## src/rtl/exec_unit_pipe.sv

```systemverilog
// exec_unit_pipe: execute stage sitting between decode and the register file.
// Accepts one decoded instruction per valid/ready handshake. Single-cycle ops
// (add, sub, and/or/xor, logical shifts) write back one cycle after accept.
// MUL runs an unsigned shift-add over DATA_W cycles with o_ready held low.
//
// Ports:
//   i_clk, i_reset          clock, asynchronous active-high reset
//   i_valid / o_ready       instruction handshake (o_ready high iff IDLE)
//   i_opcode                operation select
//   i_srcdata_1/2           operand A, operand B (or shift amount)
//   i_destadd               destination register address
//   o_write_en              one-cycle write-back strobe
//   o_write_add/o_write_data write-back address/data (hold last value)
//   o_zero, o_carry         flags of the last written result
//   o_illegal               one-cycle pulse for an accepted undefined opcode
module exec_unit_pipe #(
  parameter int unsigned DATA_W = 8,
  parameter int unsigned ADDR_W = 4,
  parameter int unsigned SH_W   = $clog2(DATA_W)
) (
  input  logic              i_clk,
  input  logic              i_reset,
  input  logic              i_valid,
  output logic              o_ready,
  input  logic [3:0]        i_opcode,
  input  logic [DATA_W-1:0] i_srcdata_1,
  input  logic [DATA_W-1:0] i_srcdata_2,
  input  logic [ADDR_W-1:0] i_destadd,
  output logic              o_write_en,
  output logic [ADDR_W-1:0] o_write_add,
  output logic [DATA_W-1:0] o_write_data,
  output logic              o_zero,
  output logic              o_carry,
  output logic              o_illegal
);

  localparam int unsigned CNT_W = $clog2(DATA_W) + 1;
  localparam logic [CNT_W-1:0] LAST_IT = CNT_W'(DATA_W - 1);

  typedef enum logic [3:0] {
    OP_ADD = 4'b0001,
    OP_SUB = 4'b0010,
    OP_AND = 4'b0011,
    OP_SHL = 4'b0100,
    OP_OR  = 4'b0101,
    OP_XOR = 4'b0110,
    OP_MUL = 4'b0111,
    OP_SHR = 4'b1000
  } op_e;

  typedef enum logic {S_IDLE, S_BUSY} state_e;

  state_e              state_q, state_d;
  logic [2*DATA_W-1:0] mcand_q, mcand_d;
  logic [2*DATA_W-1:0] acc_q, acc_d;
  logic [DATA_W-1:0]   mplier_q, mplier_d;
  logic [ADDR_W-1:0]   dest_q, dest_d;
  logic [CNT_W-1:0]    cnt_q, cnt_d;
  logic                we_q, we_d;
  logic [ADDR_W-1:0]   wadd_q, wadd_d;
  logic [DATA_W-1:0]   wdata_q, wdata_d;
  logic                zero_q, zero_d;
  logic                carry_q, carry_d;
  logic                illegal_q, illegal_d;

  logic                accept;
  logic [SH_W-1:0]     sh_amt;
  logic [DATA_W:0]     sum, diff, shl_w, shr_w;
  logic [2*DATA_W-1:0] acc_next;
  logic [DATA_W-1:0]   res;
  logic                cy, wr;

  assign o_ready = (state_q == S_IDLE);
  assign accept  = i_valid & o_ready;
  assign sh_amt  = i_srcdata_2[SH_W-1:0];
  assign sum     = {1'b0, i_srcdata_1} + {1'b0, i_srcdata_2};
  // Bit DATA_W of the extended difference is the unsigned borrow.
  assign diff    = {1'b0, i_srcdata_1} - {1'b0, i_srcdata_2};
  // One guard bit on the exit side catches the last bit shifted out;
  // it stays 0 for a zero shift amount.
  assign shl_w   = {1'b0, i_srcdata_1} << sh_amt;
  assign shr_w   = {i_srcdata_1, 1'b0} >> sh_amt;
  assign acc_next = mplier_q[0] ? (acc_q + mcand_q) : acc_q;

  always_comb begin
    state_d   = state_q;
    mcand_d   = mcand_q;
    acc_d     = acc_q;
    mplier_d  = mplier_q;
    dest_d    = dest_q;
    cnt_d     = cnt_q;
    we_d      = 1'b0;
    wadd_d    = wadd_q;
    wdata_d   = wdata_q;
    zero_d    = zero_q;
    carry_d   = carry_q;
    illegal_d = 1'b0;
    res       = '0;
    cy        = 1'b0;
    wr        = 1'b0;

    case (state_q)
      S_IDLE: begin
        if (accept) begin
          wr = 1'b1;
          case (i_opcode)
            OP_ADD: {cy, res} = sum;
            OP_SUB: {cy, res} = diff;
            OP_AND: res = i_srcdata_1 & i_srcdata_2;
            OP_OR:  res = i_srcdata_1 | i_srcdata_2;
            OP_XOR: res = i_srcdata_1 ^ i_srcdata_2;
            OP_SHL: {cy, res} = shl_w;
            OP_SHR: {res, cy} = shr_w;
            OP_MUL: begin
              wr                   = 1'b0;
              state_d              = S_BUSY;
              mcand_d              = '0;
              mcand_d[DATA_W-1:0]  = i_srcdata_1;
              mplier_d             = i_srcdata_2;
              acc_d                = '0;
              dest_d               = i_destadd;
              cnt_d                = '0;
            end
            default: begin
              wr        = 1'b0;
              illegal_d = 1'b1;
            end
          endcase
        end
      end
      S_BUSY: begin
        // One partial product per cycle: multiplicand walks left,
        // multiplier walks right so bit 0 is always the current digit.
        acc_d    = acc_next;
        mcand_d  = mcand_q << 1;
        mplier_d = mplier_q >> 1;
        cnt_d    = cnt_q + CNT_W'(1);
        if (cnt_q == LAST_IT) begin
          wr      = 1'b1;
          res     = acc_next[DATA_W-1:0];
          cy      = |acc_next[2*DATA_W-1:DATA_W];
          state_d = S_IDLE;
        end
      end
      default: state_d = S_IDLE;
    endcase

    if (wr) begin
      we_d    = 1'b1;
      wadd_d  = (state_q == S_BUSY) ? dest_q : i_destadd;
      wdata_d = res;
      zero_d  = (res == '0);
      carry_d = cy;
    end
  end

  always_ff @(posedge i_clk or posedge i_reset) begin
    if (i_reset) begin
      state_q   <= S_IDLE;
      mcand_q   <= '0;
      acc_q     <= '0;
      mplier_q  <= '0;
      dest_q    <= '0;
      cnt_q     <= '0;
      we_q      <= 1'b0;
      wadd_q    <= '0;
      wdata_q   <= '0;
      zero_q    <= 1'b0;
      carry_q   <= 1'b0;
      illegal_q <= 1'b0;
    end else begin
      state_q   <= state_d;
      mcand_q   <= mcand_d;
      acc_q     <= acc_d;
      mplier_q  <= mplier_d;
      dest_q    <= dest_d;
      cnt_q     <= cnt_d;
      we_q      <= we_d;
      wadd_q    <= wadd_d;
      wdata_q   <= wdata_d;
      zero_q    <= zero_d;
      carry_q   <= carry_d;
      illegal_q <= illegal_d;
    end
  end

  assign o_write_en   = we_q;
  assign o_write_add  = wadd_q;
  assign o_write_data = wdata_q;
  assign o_zero       = zero_q;
  assign o_carry      = carry_q;
  assign o_illegal    = illegal_q;

endmodule

```

## config.mk

```make
export PLATFORM = sky130hd
export DESIGN_NAME = exec_unit_pipe
export DESIGN_NICKNAME = d
export VERILOG_FILES = /design/src/rtl/exec_unit_pipe.sv
export SDC_FILE = /design/constraint.sdc
export NUM_CORES = 1
export LEC_CHECK = 0
export BUFFER_PORTS_ARGS = -buffer_cell sky130_fd_sc_hd__buf_2
export CAP_MARGIN = 20
export CORE_ASPECT_RATIO = 0.7
export CORE_MARGIN = 5
export CORE_UTILIZATION = 60
export CTS_CLUSTER_DIAMETER = 80
export CTS_CLUSTER_SIZE = 12
export DETAILED_ROUTE_END_ITERATION = 8
export HOLD_SLACK_MARGIN = 0.12
export PLACE_DENSITY = 0.8
export SLEW_MARGIN = 40
export SYNTH_ARGS = -nofsm -noshare
export SYNTH_HDL_FRONTEND = slang
export SYNTH_SLANG_ARGS = --single-unit
```

## constraint.sdc

```tcl
create_clock -name i_clk -period 3.3 [get_ports i_clk]
set_input_delay 0.33 -clock i_clk [delete_from_list [all_inputs] [get_ports i_clk]]
set_output_delay 0.33 -clock i_clk [all_outputs]
set_load 0.005 [all_outputs]
```

==> results.json, run 1 <==
{
  "cts_max_path_buffers": 2,
  "rr_endpoint": "o_carry$_DFFE_PP0P_",
  "skew_pair_late_insertion_delay_ns": 0.33,
  "maximum_vdd_drop_mv": 0.6191,
  "result_of_the_run": "completed",
  "instances_no_fill": 823,
  "total_nets_after_synthesis": 731,
  "fin_worst_skew_ns": 0.008758,
  "min_delay_worst_endpoint": "dest_q[3]$_DFFE_PP0P_",
  "ys_ff_latch": 65,
  "grt_antenna_before_repair": 0,
  "total_die_area_sq_mm": 0.01126,
  "internal_power_mw": 2.471,
  "post_route_cells_drive_above_1_share_pct": 14.88,
  "fin_util_pct": 68.63,
  "leakage_nw": 2.911,
  "worst_hold_start": "i_destadd[3]",
  "global_route.usage.total_pct": 30.98,
  "place.detailed.instances": 808,
  "floorplan.initialDensity_pct": 61.14,
  "synth-compound-area-share_pct": 25.78,
  "route.detailed.wl_per_inst_um": 21.49,
  "row_count": 29,
  "final-max-slew-violation-count": 0,
  "detailedPlacementHpwl_um": 13410,
  "relative_contribution_of_sequential_cells_to_total_power_pct": 32.0,
  "grt_pass1_wl_um": 27780,
  "cts.clk_slew.worst_paths_ns": 0.06,
  "num_vias": 5568,
  "max-cap-violations": 0,
  "place_congestion": 1.020,
  "design.final.nets": 767,
  "totalNegativeSetupSlack_ns": 0,
  "drt-vias-per-instance": 6.765,
  "startpoint_type": "flop",
  "synth.cell_area_sq_mm": 0.005524,
  "netSwitchingFraction_pct": 41.13,
  "grt_overflow": 0,
  "hold_path_stages": 2,
  "timing.final.crit_period_ns": 2.922,
  "power.share.clock_pct": 24.1,
  "synth_async_sr_flop_share_pct": 100.0,
  "grt_setup_unrepaired": "no",
  "dpl_cell_area_sq_mm": 0.005881,
  "timing.reg2reg.setup_slack_ns": 0.38,
  "grt_max_degree": 43,
  "worst_slew_margin_rel_pct": 38.35,
  "post_synth_num_cell_types": 77,
  "crit_family": "compound AO/OA/AOI/OAI gates",
  "cellPowerDensity_mw_per_mm2": 676.9,
  "die_h_um": 90.28,
  "cts_tree": "built",
  "post_cts.resized_instances": 0,
  "seq_area_sq_mm": 0.001628,
  "cts_inserted_buffers": 9,
  "synth-simple-area-share_pct": 19.30,
  "mostFrequentLayoutCell": "nand2_1",
  "port-buffer-count": 43,
  "cp_max_stage_delay_ns": 0.41,
  "cts_htree_levels": 3,
  "number_of_hold_violations_in_the_final_report": 0,
  "hold_path_class": "primary input to flop",
  "num_antenna_cells": 0,
  "synth-edff-count": 0,
  "clockRootBuffer": "clkbuf_16",
  "worstReg2RegStart": "mcand_q[0]$_DFFE_PP0P_",
  "switchingPower_mw": 1.727,
  "area_growth_pct": 12.25,
  "die_width_um": 124.7,
  "final_cell_mix": "nand2_1 (94), dfrtp_1 (64), o21ai_0 (52), a21oi_1 (49), nor2_1 (46)",
  "slowest_stage": "fa_1",
  "main_combinational_cell_family_by_area_after_synthesis": "compound AO/OA/AOI/OAI gates",
  "number_of_global_route_vias_before_repair": 5207,
  "cts_post_setup_buffers_inserted": 0,
  "drt_iter0_drc": 684,
  "worstPathMaxFanout": 3,
  "post_synthesis_cells": 660,
  "highest_clock_frequency_the_design_can_meet_ghz": 0.3423,
  "ant_nets": 0,
  "n_fill_cell": 724,
  "share_of_the_yosys_chip_area_belonging_to_registers_pct": 29.45,
  "criticalPathCategory": "flop to flop",
  "area_of_all_placed_cells_without_fillers_sq_mm": 0.006201,
  "crit_chain": "ha_1, fa_1, a21o_1, a221oi_2, o21ai_2, xor2_1, mux2_2, nor4b_1, nand4_1, a21o_1",
  "timing.critical_path.required_ns": 3.52,
  "yosysWarnings": 0,
  "share_comb_of_total_power_pct": 43.9,
  "postSynthAreaPerCell_sq_um": 8.370,
  "detailedRoute.firstPassIterationCount": 7,
  "remaining_drc_errors": 0,
  "cts_sinks": 65,
  "cp_common_cell": "a21o_1",
  "setup_viol": 0,
  "post_synth_xor_area_fraction_pct": 2.061,
  "crit_path_end_kind": "flop",
  "coreArea_sq_mm": 0.009035,
  "totalPowerFinal_mw": 4.197,
  "yosys_most_used_dff": "dfrtp_1",
  "multiInputGateArea_sq_mm": 0.003622,
  "worst_r2r_path_depth": 10,
  "drt_wl_total_um": 17690,
  "tightestPinTransition_ns": 0.9228,
  "synth-adder-area-share_pct": 10.37,
  "muxShareOfSynthArea_pct": 8.063,
  "path_buf_inv": 0,
  "worstSetupPathDepth": 10,
  "worstPathArrival_ns": 3.14,
  "ios": 44,
  "period_share_pct": 88.53
}
cell type report:
type	count	area share, %
repair buffers	61	5.892
clock buffers	11	3.914
well taps	124	2.502
multi-input cells	527	58.41
clock inverters	3	1.090
inverters	32	1.937
flip-flops and latches	65	26.25
metal layers:
layer  global-route usage (%)  up-vias  wire [um]
met5                        0        -          0
li1                         -     2499          -
met4                    6.934        0        223
met3                    13.36       33       2237
met2                    41.55      367       7126
met1                    45.73     2669       8103
power groups by stage:
stage	Combinational (mW)	Clock (mW)	Sequential, mW
2_1_floorplan	1.31	0	1.24
3_3_place_gp	1.71	0	1.32
3_5_place_dp	1.77	0	1.34
4_1_cts	1.80	1.02	1.33
5_1_grt	2.02	1.06	1.38
6_report	1.84	1.01	1.34
through the flow:
step / hold WS [ns] / setup WS, ns
2_1_floorplan: 0.4497 / 0.5781
3_3_place_gp: 0.4320 / 0.4074
3_5_place_dp: 0.4462 / 0.3758
4_1_cts: 0.2512 / 0.3697
5_1_grt: 0.2660 / 0.1652
6_report: 0.2601 / 0.3784
sequential cells by signal (all words and copies together) (netlist names):
register,cells
acc_q,16
o_write_data,8
o_carry,1
o_zero,1
dest_q,4
state_q,1
o_write_en,1
cnt_q,4
mplier_q,8
o_write_add,4
o_illegal,1
mcand_q,16
how the worst max path moves through the flow:
stage | endpoint | startpoint | slack [ns]
final | o_carry$_DFFE_PP0P_ | mcand_q[0]$_DFFE_PP0P_ | 0.38
after global routing | o_carry$_DFFE_PP0P_ | mcand_q[0]$_DFFE_PP0P_ | 0.17
after CTS | o_carry$_DFFE_PP0P_ | mcand_q[0]$_DFFE_PP0P_ | 0.37
after detailed placement | o_carry$_DFFE_PP0P_ | i_srcdata_1[0] | 0.38
after global placement | o_zero$_DFFE_PP0P_ | i_srcdata_2[0] | 0.41
after floorplan | o_carry$_DFFE_PP0P_ | mcand_q[0]$_DFFE_PP0P_ | 0.58
Yosys cell counts, types with 4 or more instances:
| cell | instances | area [sq um] |
|---|---|---|
| o22ai_1 | 6 | 37.54 |
| nor3b_1 | 4 | 30.03 |
| nor2b_1 | 6 | 37.54 |
| o211ai_1 | 7 | 52.55 |
| mux2_2 | 10 | 112.6 |
| a211oi_1 | 5 | 37.54 |
| xor2_1 | 7 | 61.31 |
| and3_1 | 4 | 25.02 |
| xnor2_1 | 6 | 52.55 |
| o221ai_1 | 5 | 43.79 |
| nand3_1 | 14 | 70.07 |
| nand2_1 | 94 | 352.8 |
| nor3_1 | 9 | 45.04 |
| buf_2 | 10 | 50.05 |
| o21ai_0 | 52 | 260.3 |
| mux2i_1 | 22 | 220.2 |
| clkbuf_1 | 23 | 86.33 |
| a21oi_1 | 49 | 245.2 |
| o2111ai_1 | 4 | 35.03 |
| nor2_1 | 46 | 172.7 |
| a31oi_1 | 12 | 75.07 |
| or3_1 | 7 | 43.79 |
| nand4_1 | 6 | 37.54 |
| dfrtp_1 | 65 | 1627 |
| nand2b_1 | 11 | 68.82 |
| a21o_1 | 17 | 127.6 |
| a211o_1 | 4 | 35.03 |
| inv_1 | 30 | 112.6 |
| o31ai_1 | 4 | 30.03 |
| ha_1 | 41 | 513.0 |
worst register-to-register path, cell delays in order, from the launching register on:
cell and delay, ns:
dfrtp_1 0.39, ha_1 0.25, fa_1 0.41, a21o_1 0.22, a221oi_2 0.35, o21ai_2 0.17
xor2_1 0.16, mux2_2 0.28, nor4b_1 0.26, nand4_1 0.13, a21o_1 0.19
cells by family after synthesis:
logic type                 after synthesis
AOI/OAI and AO/OA                      211
xor gates and xnor gates                13
adders and majority gates               44
buffers and inverters                   68
DFF                                     65
muxes                                   37
and+or+nand+nor                        222
repair_timing:
action                                  CTS  global route
hold buffers                              1             0
endpoints found under the setup margin    0             0
hold endpoints to repair                 30             0
(Power assumes the default switching activity.)
==> run 2: changes to the inputs <==
--- a/config.mk
+++ b/config.mk
@@ -7,14 +7,16 @@
 export LEC_CHECK = 0
 export BUFFER_PORTS_ARGS = -buffer_cell sky130_fd_sc_hd__buf_2
 export CAP_MARGIN = 20
+export CELL_PAD_IN_SITES_DETAIL_PLACEMENT = 0
+export CELL_PAD_IN_SITES_GLOBAL_PLACEMENT = 1
 export CORE_ASPECT_RATIO = 0.7
 export CORE_MARGIN = 5
-export CORE_UTILIZATION = 60
+export CORE_UTILIZATION = 47
 export CTS_CLUSTER_DIAMETER = 80
 export CTS_CLUSTER_SIZE = 12
 export DETAILED_ROUTE_END_ITERATION = 8
 export HOLD_SLACK_MARGIN = 0.12
-export PLACE_DENSITY = 0.8
+export PLACE_DENSITY_LB_ADDON = 0.1
 export SLEW_MARGIN = 40
 export SYNTH_ARGS = -nofsm -noshare
 export SYNTH_HDL_FRONTEND = slang
==> results.json, run 2 (same netlist as run 1, synthesis figures left out) <==
{
  "global_route.usage.total_pct": 26.70,
  "startpoint_type": "flop",
  "timing.critical_path.required_ns": 3.52,
  "cp_common_cell": "a21o_1",
  "cts_post_setup_buffers_inserted": 0,
  "crit_chain": "ha_1, fa_1, a21o_1, a221oi_2, o21ai_2, xor2_1, mux2_2, nor4b_1, nand4_1, a21o_1",
  "internal_power_mw": 2.375,
  "grt_antenna_before_repair": 0,
  "remaining_drc_errors": 0,
  "totalNegativeSetupSlack_ns": 0,
  "area_growth_pct": 13.07,
  "top_flop_regs": "acc_q: 16 flops, mcand_q: 16 flops",
  "cts_htree_levels": 3,
  "tightestPinTransition_ns": 0.7758,
  "place_congestion": 0.9449,
  "multiInputGateArea_sq_mm": 0.003625,
  "crit_family": "compound AO/OA/AOI/OAI gates",
  "port-buffer-count": 43,
  "n_fill_cell": 1132,
  "cts.clk_slew.worst_paths_ns": 0.06,
  "worst_hold_start": "i_destadd[2]",
  "area_of_all_placed_cells_without_fillers_sq_mm": 0.006246,
  "final_cell_mix": "nand2_1 (94), dfrtp_1 (64), o21ai_0 (52), a21oi_1 (49), nor2_1 (46)",
  "slowest_stage": "fa_1",
  "cts_tree": "built",
  "period_share_pct": 92.33,
  "die_width_um": 139.6,
  "relative_contribution_of_sequential_cells_to_total_power_pct": 32.7,
  "rr_endpoint": "o_carry$_DFFE_PP0P_",
  "drt_wl_total_um": 18230,
  "criticalPathCategory": "flop to flop",
  "maximum_vdd_drop_mv": 0.5707,
  "worstReg2RegStart": "mcand_q[0]$_DFFE_PP0P_",
  "design.final.nets": 772,
  "ios": 44,
  "switchingPower_mw": 1.715,
  "mostFrequentLayoutCell": "nand2_1",
  "num_antenna_cells": 0,
  "drt-vias-per-instance": 6.184,
  "final-max-slew-violation-count": 0,
  "number_of_hold_violations_in_the_final_report": 0,
  "worstPathMaxFanout": 3,
  "post_cts.resized_instances": 0,
  "max-cap-violations": 0,
  "post_route_cells_drive_above_1_share_pct": 15.74,
  "cp_max_stage_delay_ns": 0.43,
  "grt_max_degree": 64,
  "total_die_area_sq_mm": 0.01406,
  "worstPathArrival_ns": 3.27,
  "min_delay_worst_endpoint": "dest_q[2]$_DFFE_PP0P_",
  "cts_sinks": 65,
  "number_of_global_route_vias_before_repair": 5032,
  "cts_inserted_buffers": 9,
  "drt_iter0_drc": 633,
  "grt_pass1_wl_um": 29100,
  "share_comb_of_total_power_pct": 44.5,
  "clockRootBuffer": "clkbuf_16",
  "coreArea_sq_mm": 0.01160,
  "cellPowerDensity_mw_per_mm2": 654.8,
  "totalPowerFinal_mw": 4.090,
  "num_vias": 5331,
  "route.detailed.wl_per_inst_um": 21.15,
  "worst_slew_margin_rel_pct": 47.89,
  "floorplan.initialDensity_pct": 47.61,
  "seq_area_sq_mm": 0.001628,
  "die_h_um": 100.7,
  "timing.reg2reg.setup_slack_ns": 0.25,
  "timing.final.crit_period_ns": 3.047,
  "cts_max_path_buffers": 2,
  "crit_path_end_kind": "flop",
  "hold_path_stages": 2,
  "setup_viol": 0,
  "worst_r2r_path_depth": 10,
  "path_buf_inv": 0,
  "grt_setup_unrepaired": "no",
  "row_count": 33,
  "netSwitchingFraction_pct": 41.93,
  "hold_path_class": "primary input to flop",
  "highest_clock_frequency_the_design_can_meet_ghz": 0.3282,
  "leakage_nw": 2.912,
  "result_of_the_run": "completed",
  "skew_pair_late_insertion_delay_ns": 0.33,
  "dpl_cell_area_sq_mm": 0.005947,
  "fin_worst_skew_ns": 0.004924,
  "power.share.clock_pct": 22.7,
  "detailedPlacementHpwl_um": 14180,
  "detailedRoute.firstPassIterationCount": 5,
  "ant_nets": 0,
  "grt_overflow": 0
}
[run 2: routing by layer]
layer	vias up	track usage, %	share of wire, %
li1	2502	-	-
met1	2581	43.66	52
met2	235	34.26	38
met3	13	8.108	9.8
met4	0	3.872	0.54
met5	-	0	0
[run 2: worst max path at each step]
stage / slack (ns) / startpoint / cells after the start / end
2_1_floorplan: 0.58 / mcand_q[0]$_DFFE_PP0P_ / 10 / o_carry$_DFFE_PP0P_
6_report: 0.25 / mcand_q[0]$_DFFE_PP0P_ / 10 / o_carry$_DFFE_PP0P_
3_5_place_dp: 0.30 / mcand_q[0]$_DFFE_PP0P_ / 10 / o_carry$_DFFE_PP0P_
5_1_grt: 0.16 / mcand_q[0]$_DFFE_PP0P_ / 10 / o_carry$_DFFE_PP0P_
4_1_cts: 0.28 / mcand_q[0]$_DFFE_PP0P_ / 10 / o_carry$_DFFE_PP0P_
3_3_place_gp: 0.40 / mcand_q[0]$_DFFE_PP0P_ / 10 / o_carry$_DFFE_PP0P_
[run 2: stage by stage]
| step | cells | util, % | worst slack, ns | hold WS, ns |
|---|---|---|---|---|
| global placement | 846 | 51.26 | 0.3958 | 0.3175 |
| finish | 862 | 53.83 | 0.2530 | 0.2404 |
| detailed placement | 846 | 51.26 | 0.2996 | 0.3242 |
| floorplan | 660 | - | 0.5781 | 0.4497 |
| CTS | 862 | 53.81 | 0.2828 | 0.2291 |
| global route | 862 | 53.83 | 0.1619 | 0.2350 |
[run 2: final cells by class]
cell class	instances	share of cell area [%]
clock inverters	5	0.9215
repair buffers	66	6.250
clock buffers	10	3.666
well taps	157	3.145
flip-flops and latches	65	26.06
multi-input cells	527	58.03
inverters	32	1.923
[run 2: timing repair]
| item | 4_1_cts | 5_1_grt |
|---|---|---|
| setup endpoints to repair | 0 | 0 |
| hold buffers | 1 | 0 |
| hold endpoints to repair | 17 | 0 |
[run 2: worst register-to-register path: cells and delay by family (launching register included)]
kind                       cells  cell delay (ns)
muxes                          1             0.28
AOI/OAI and AO/OA              4             0.97
DFF                            1             0.39
adders and majority gates      2             0.69
and+or+nand+nor                2             0.44
xor gates and xnor gates       1             0.16
[run 2: power groups by stage]
stage	clock, mW	combinational [mW]	sequential (mW)
CTS	0.949	1.80	1.33
floorplan	0	1.31	1.24
detailed placement	0	1.79	1.34
finish	0.930	1.82	1.34
global placement	0	1.77	1.33
global route	0.986	2.03	1.37
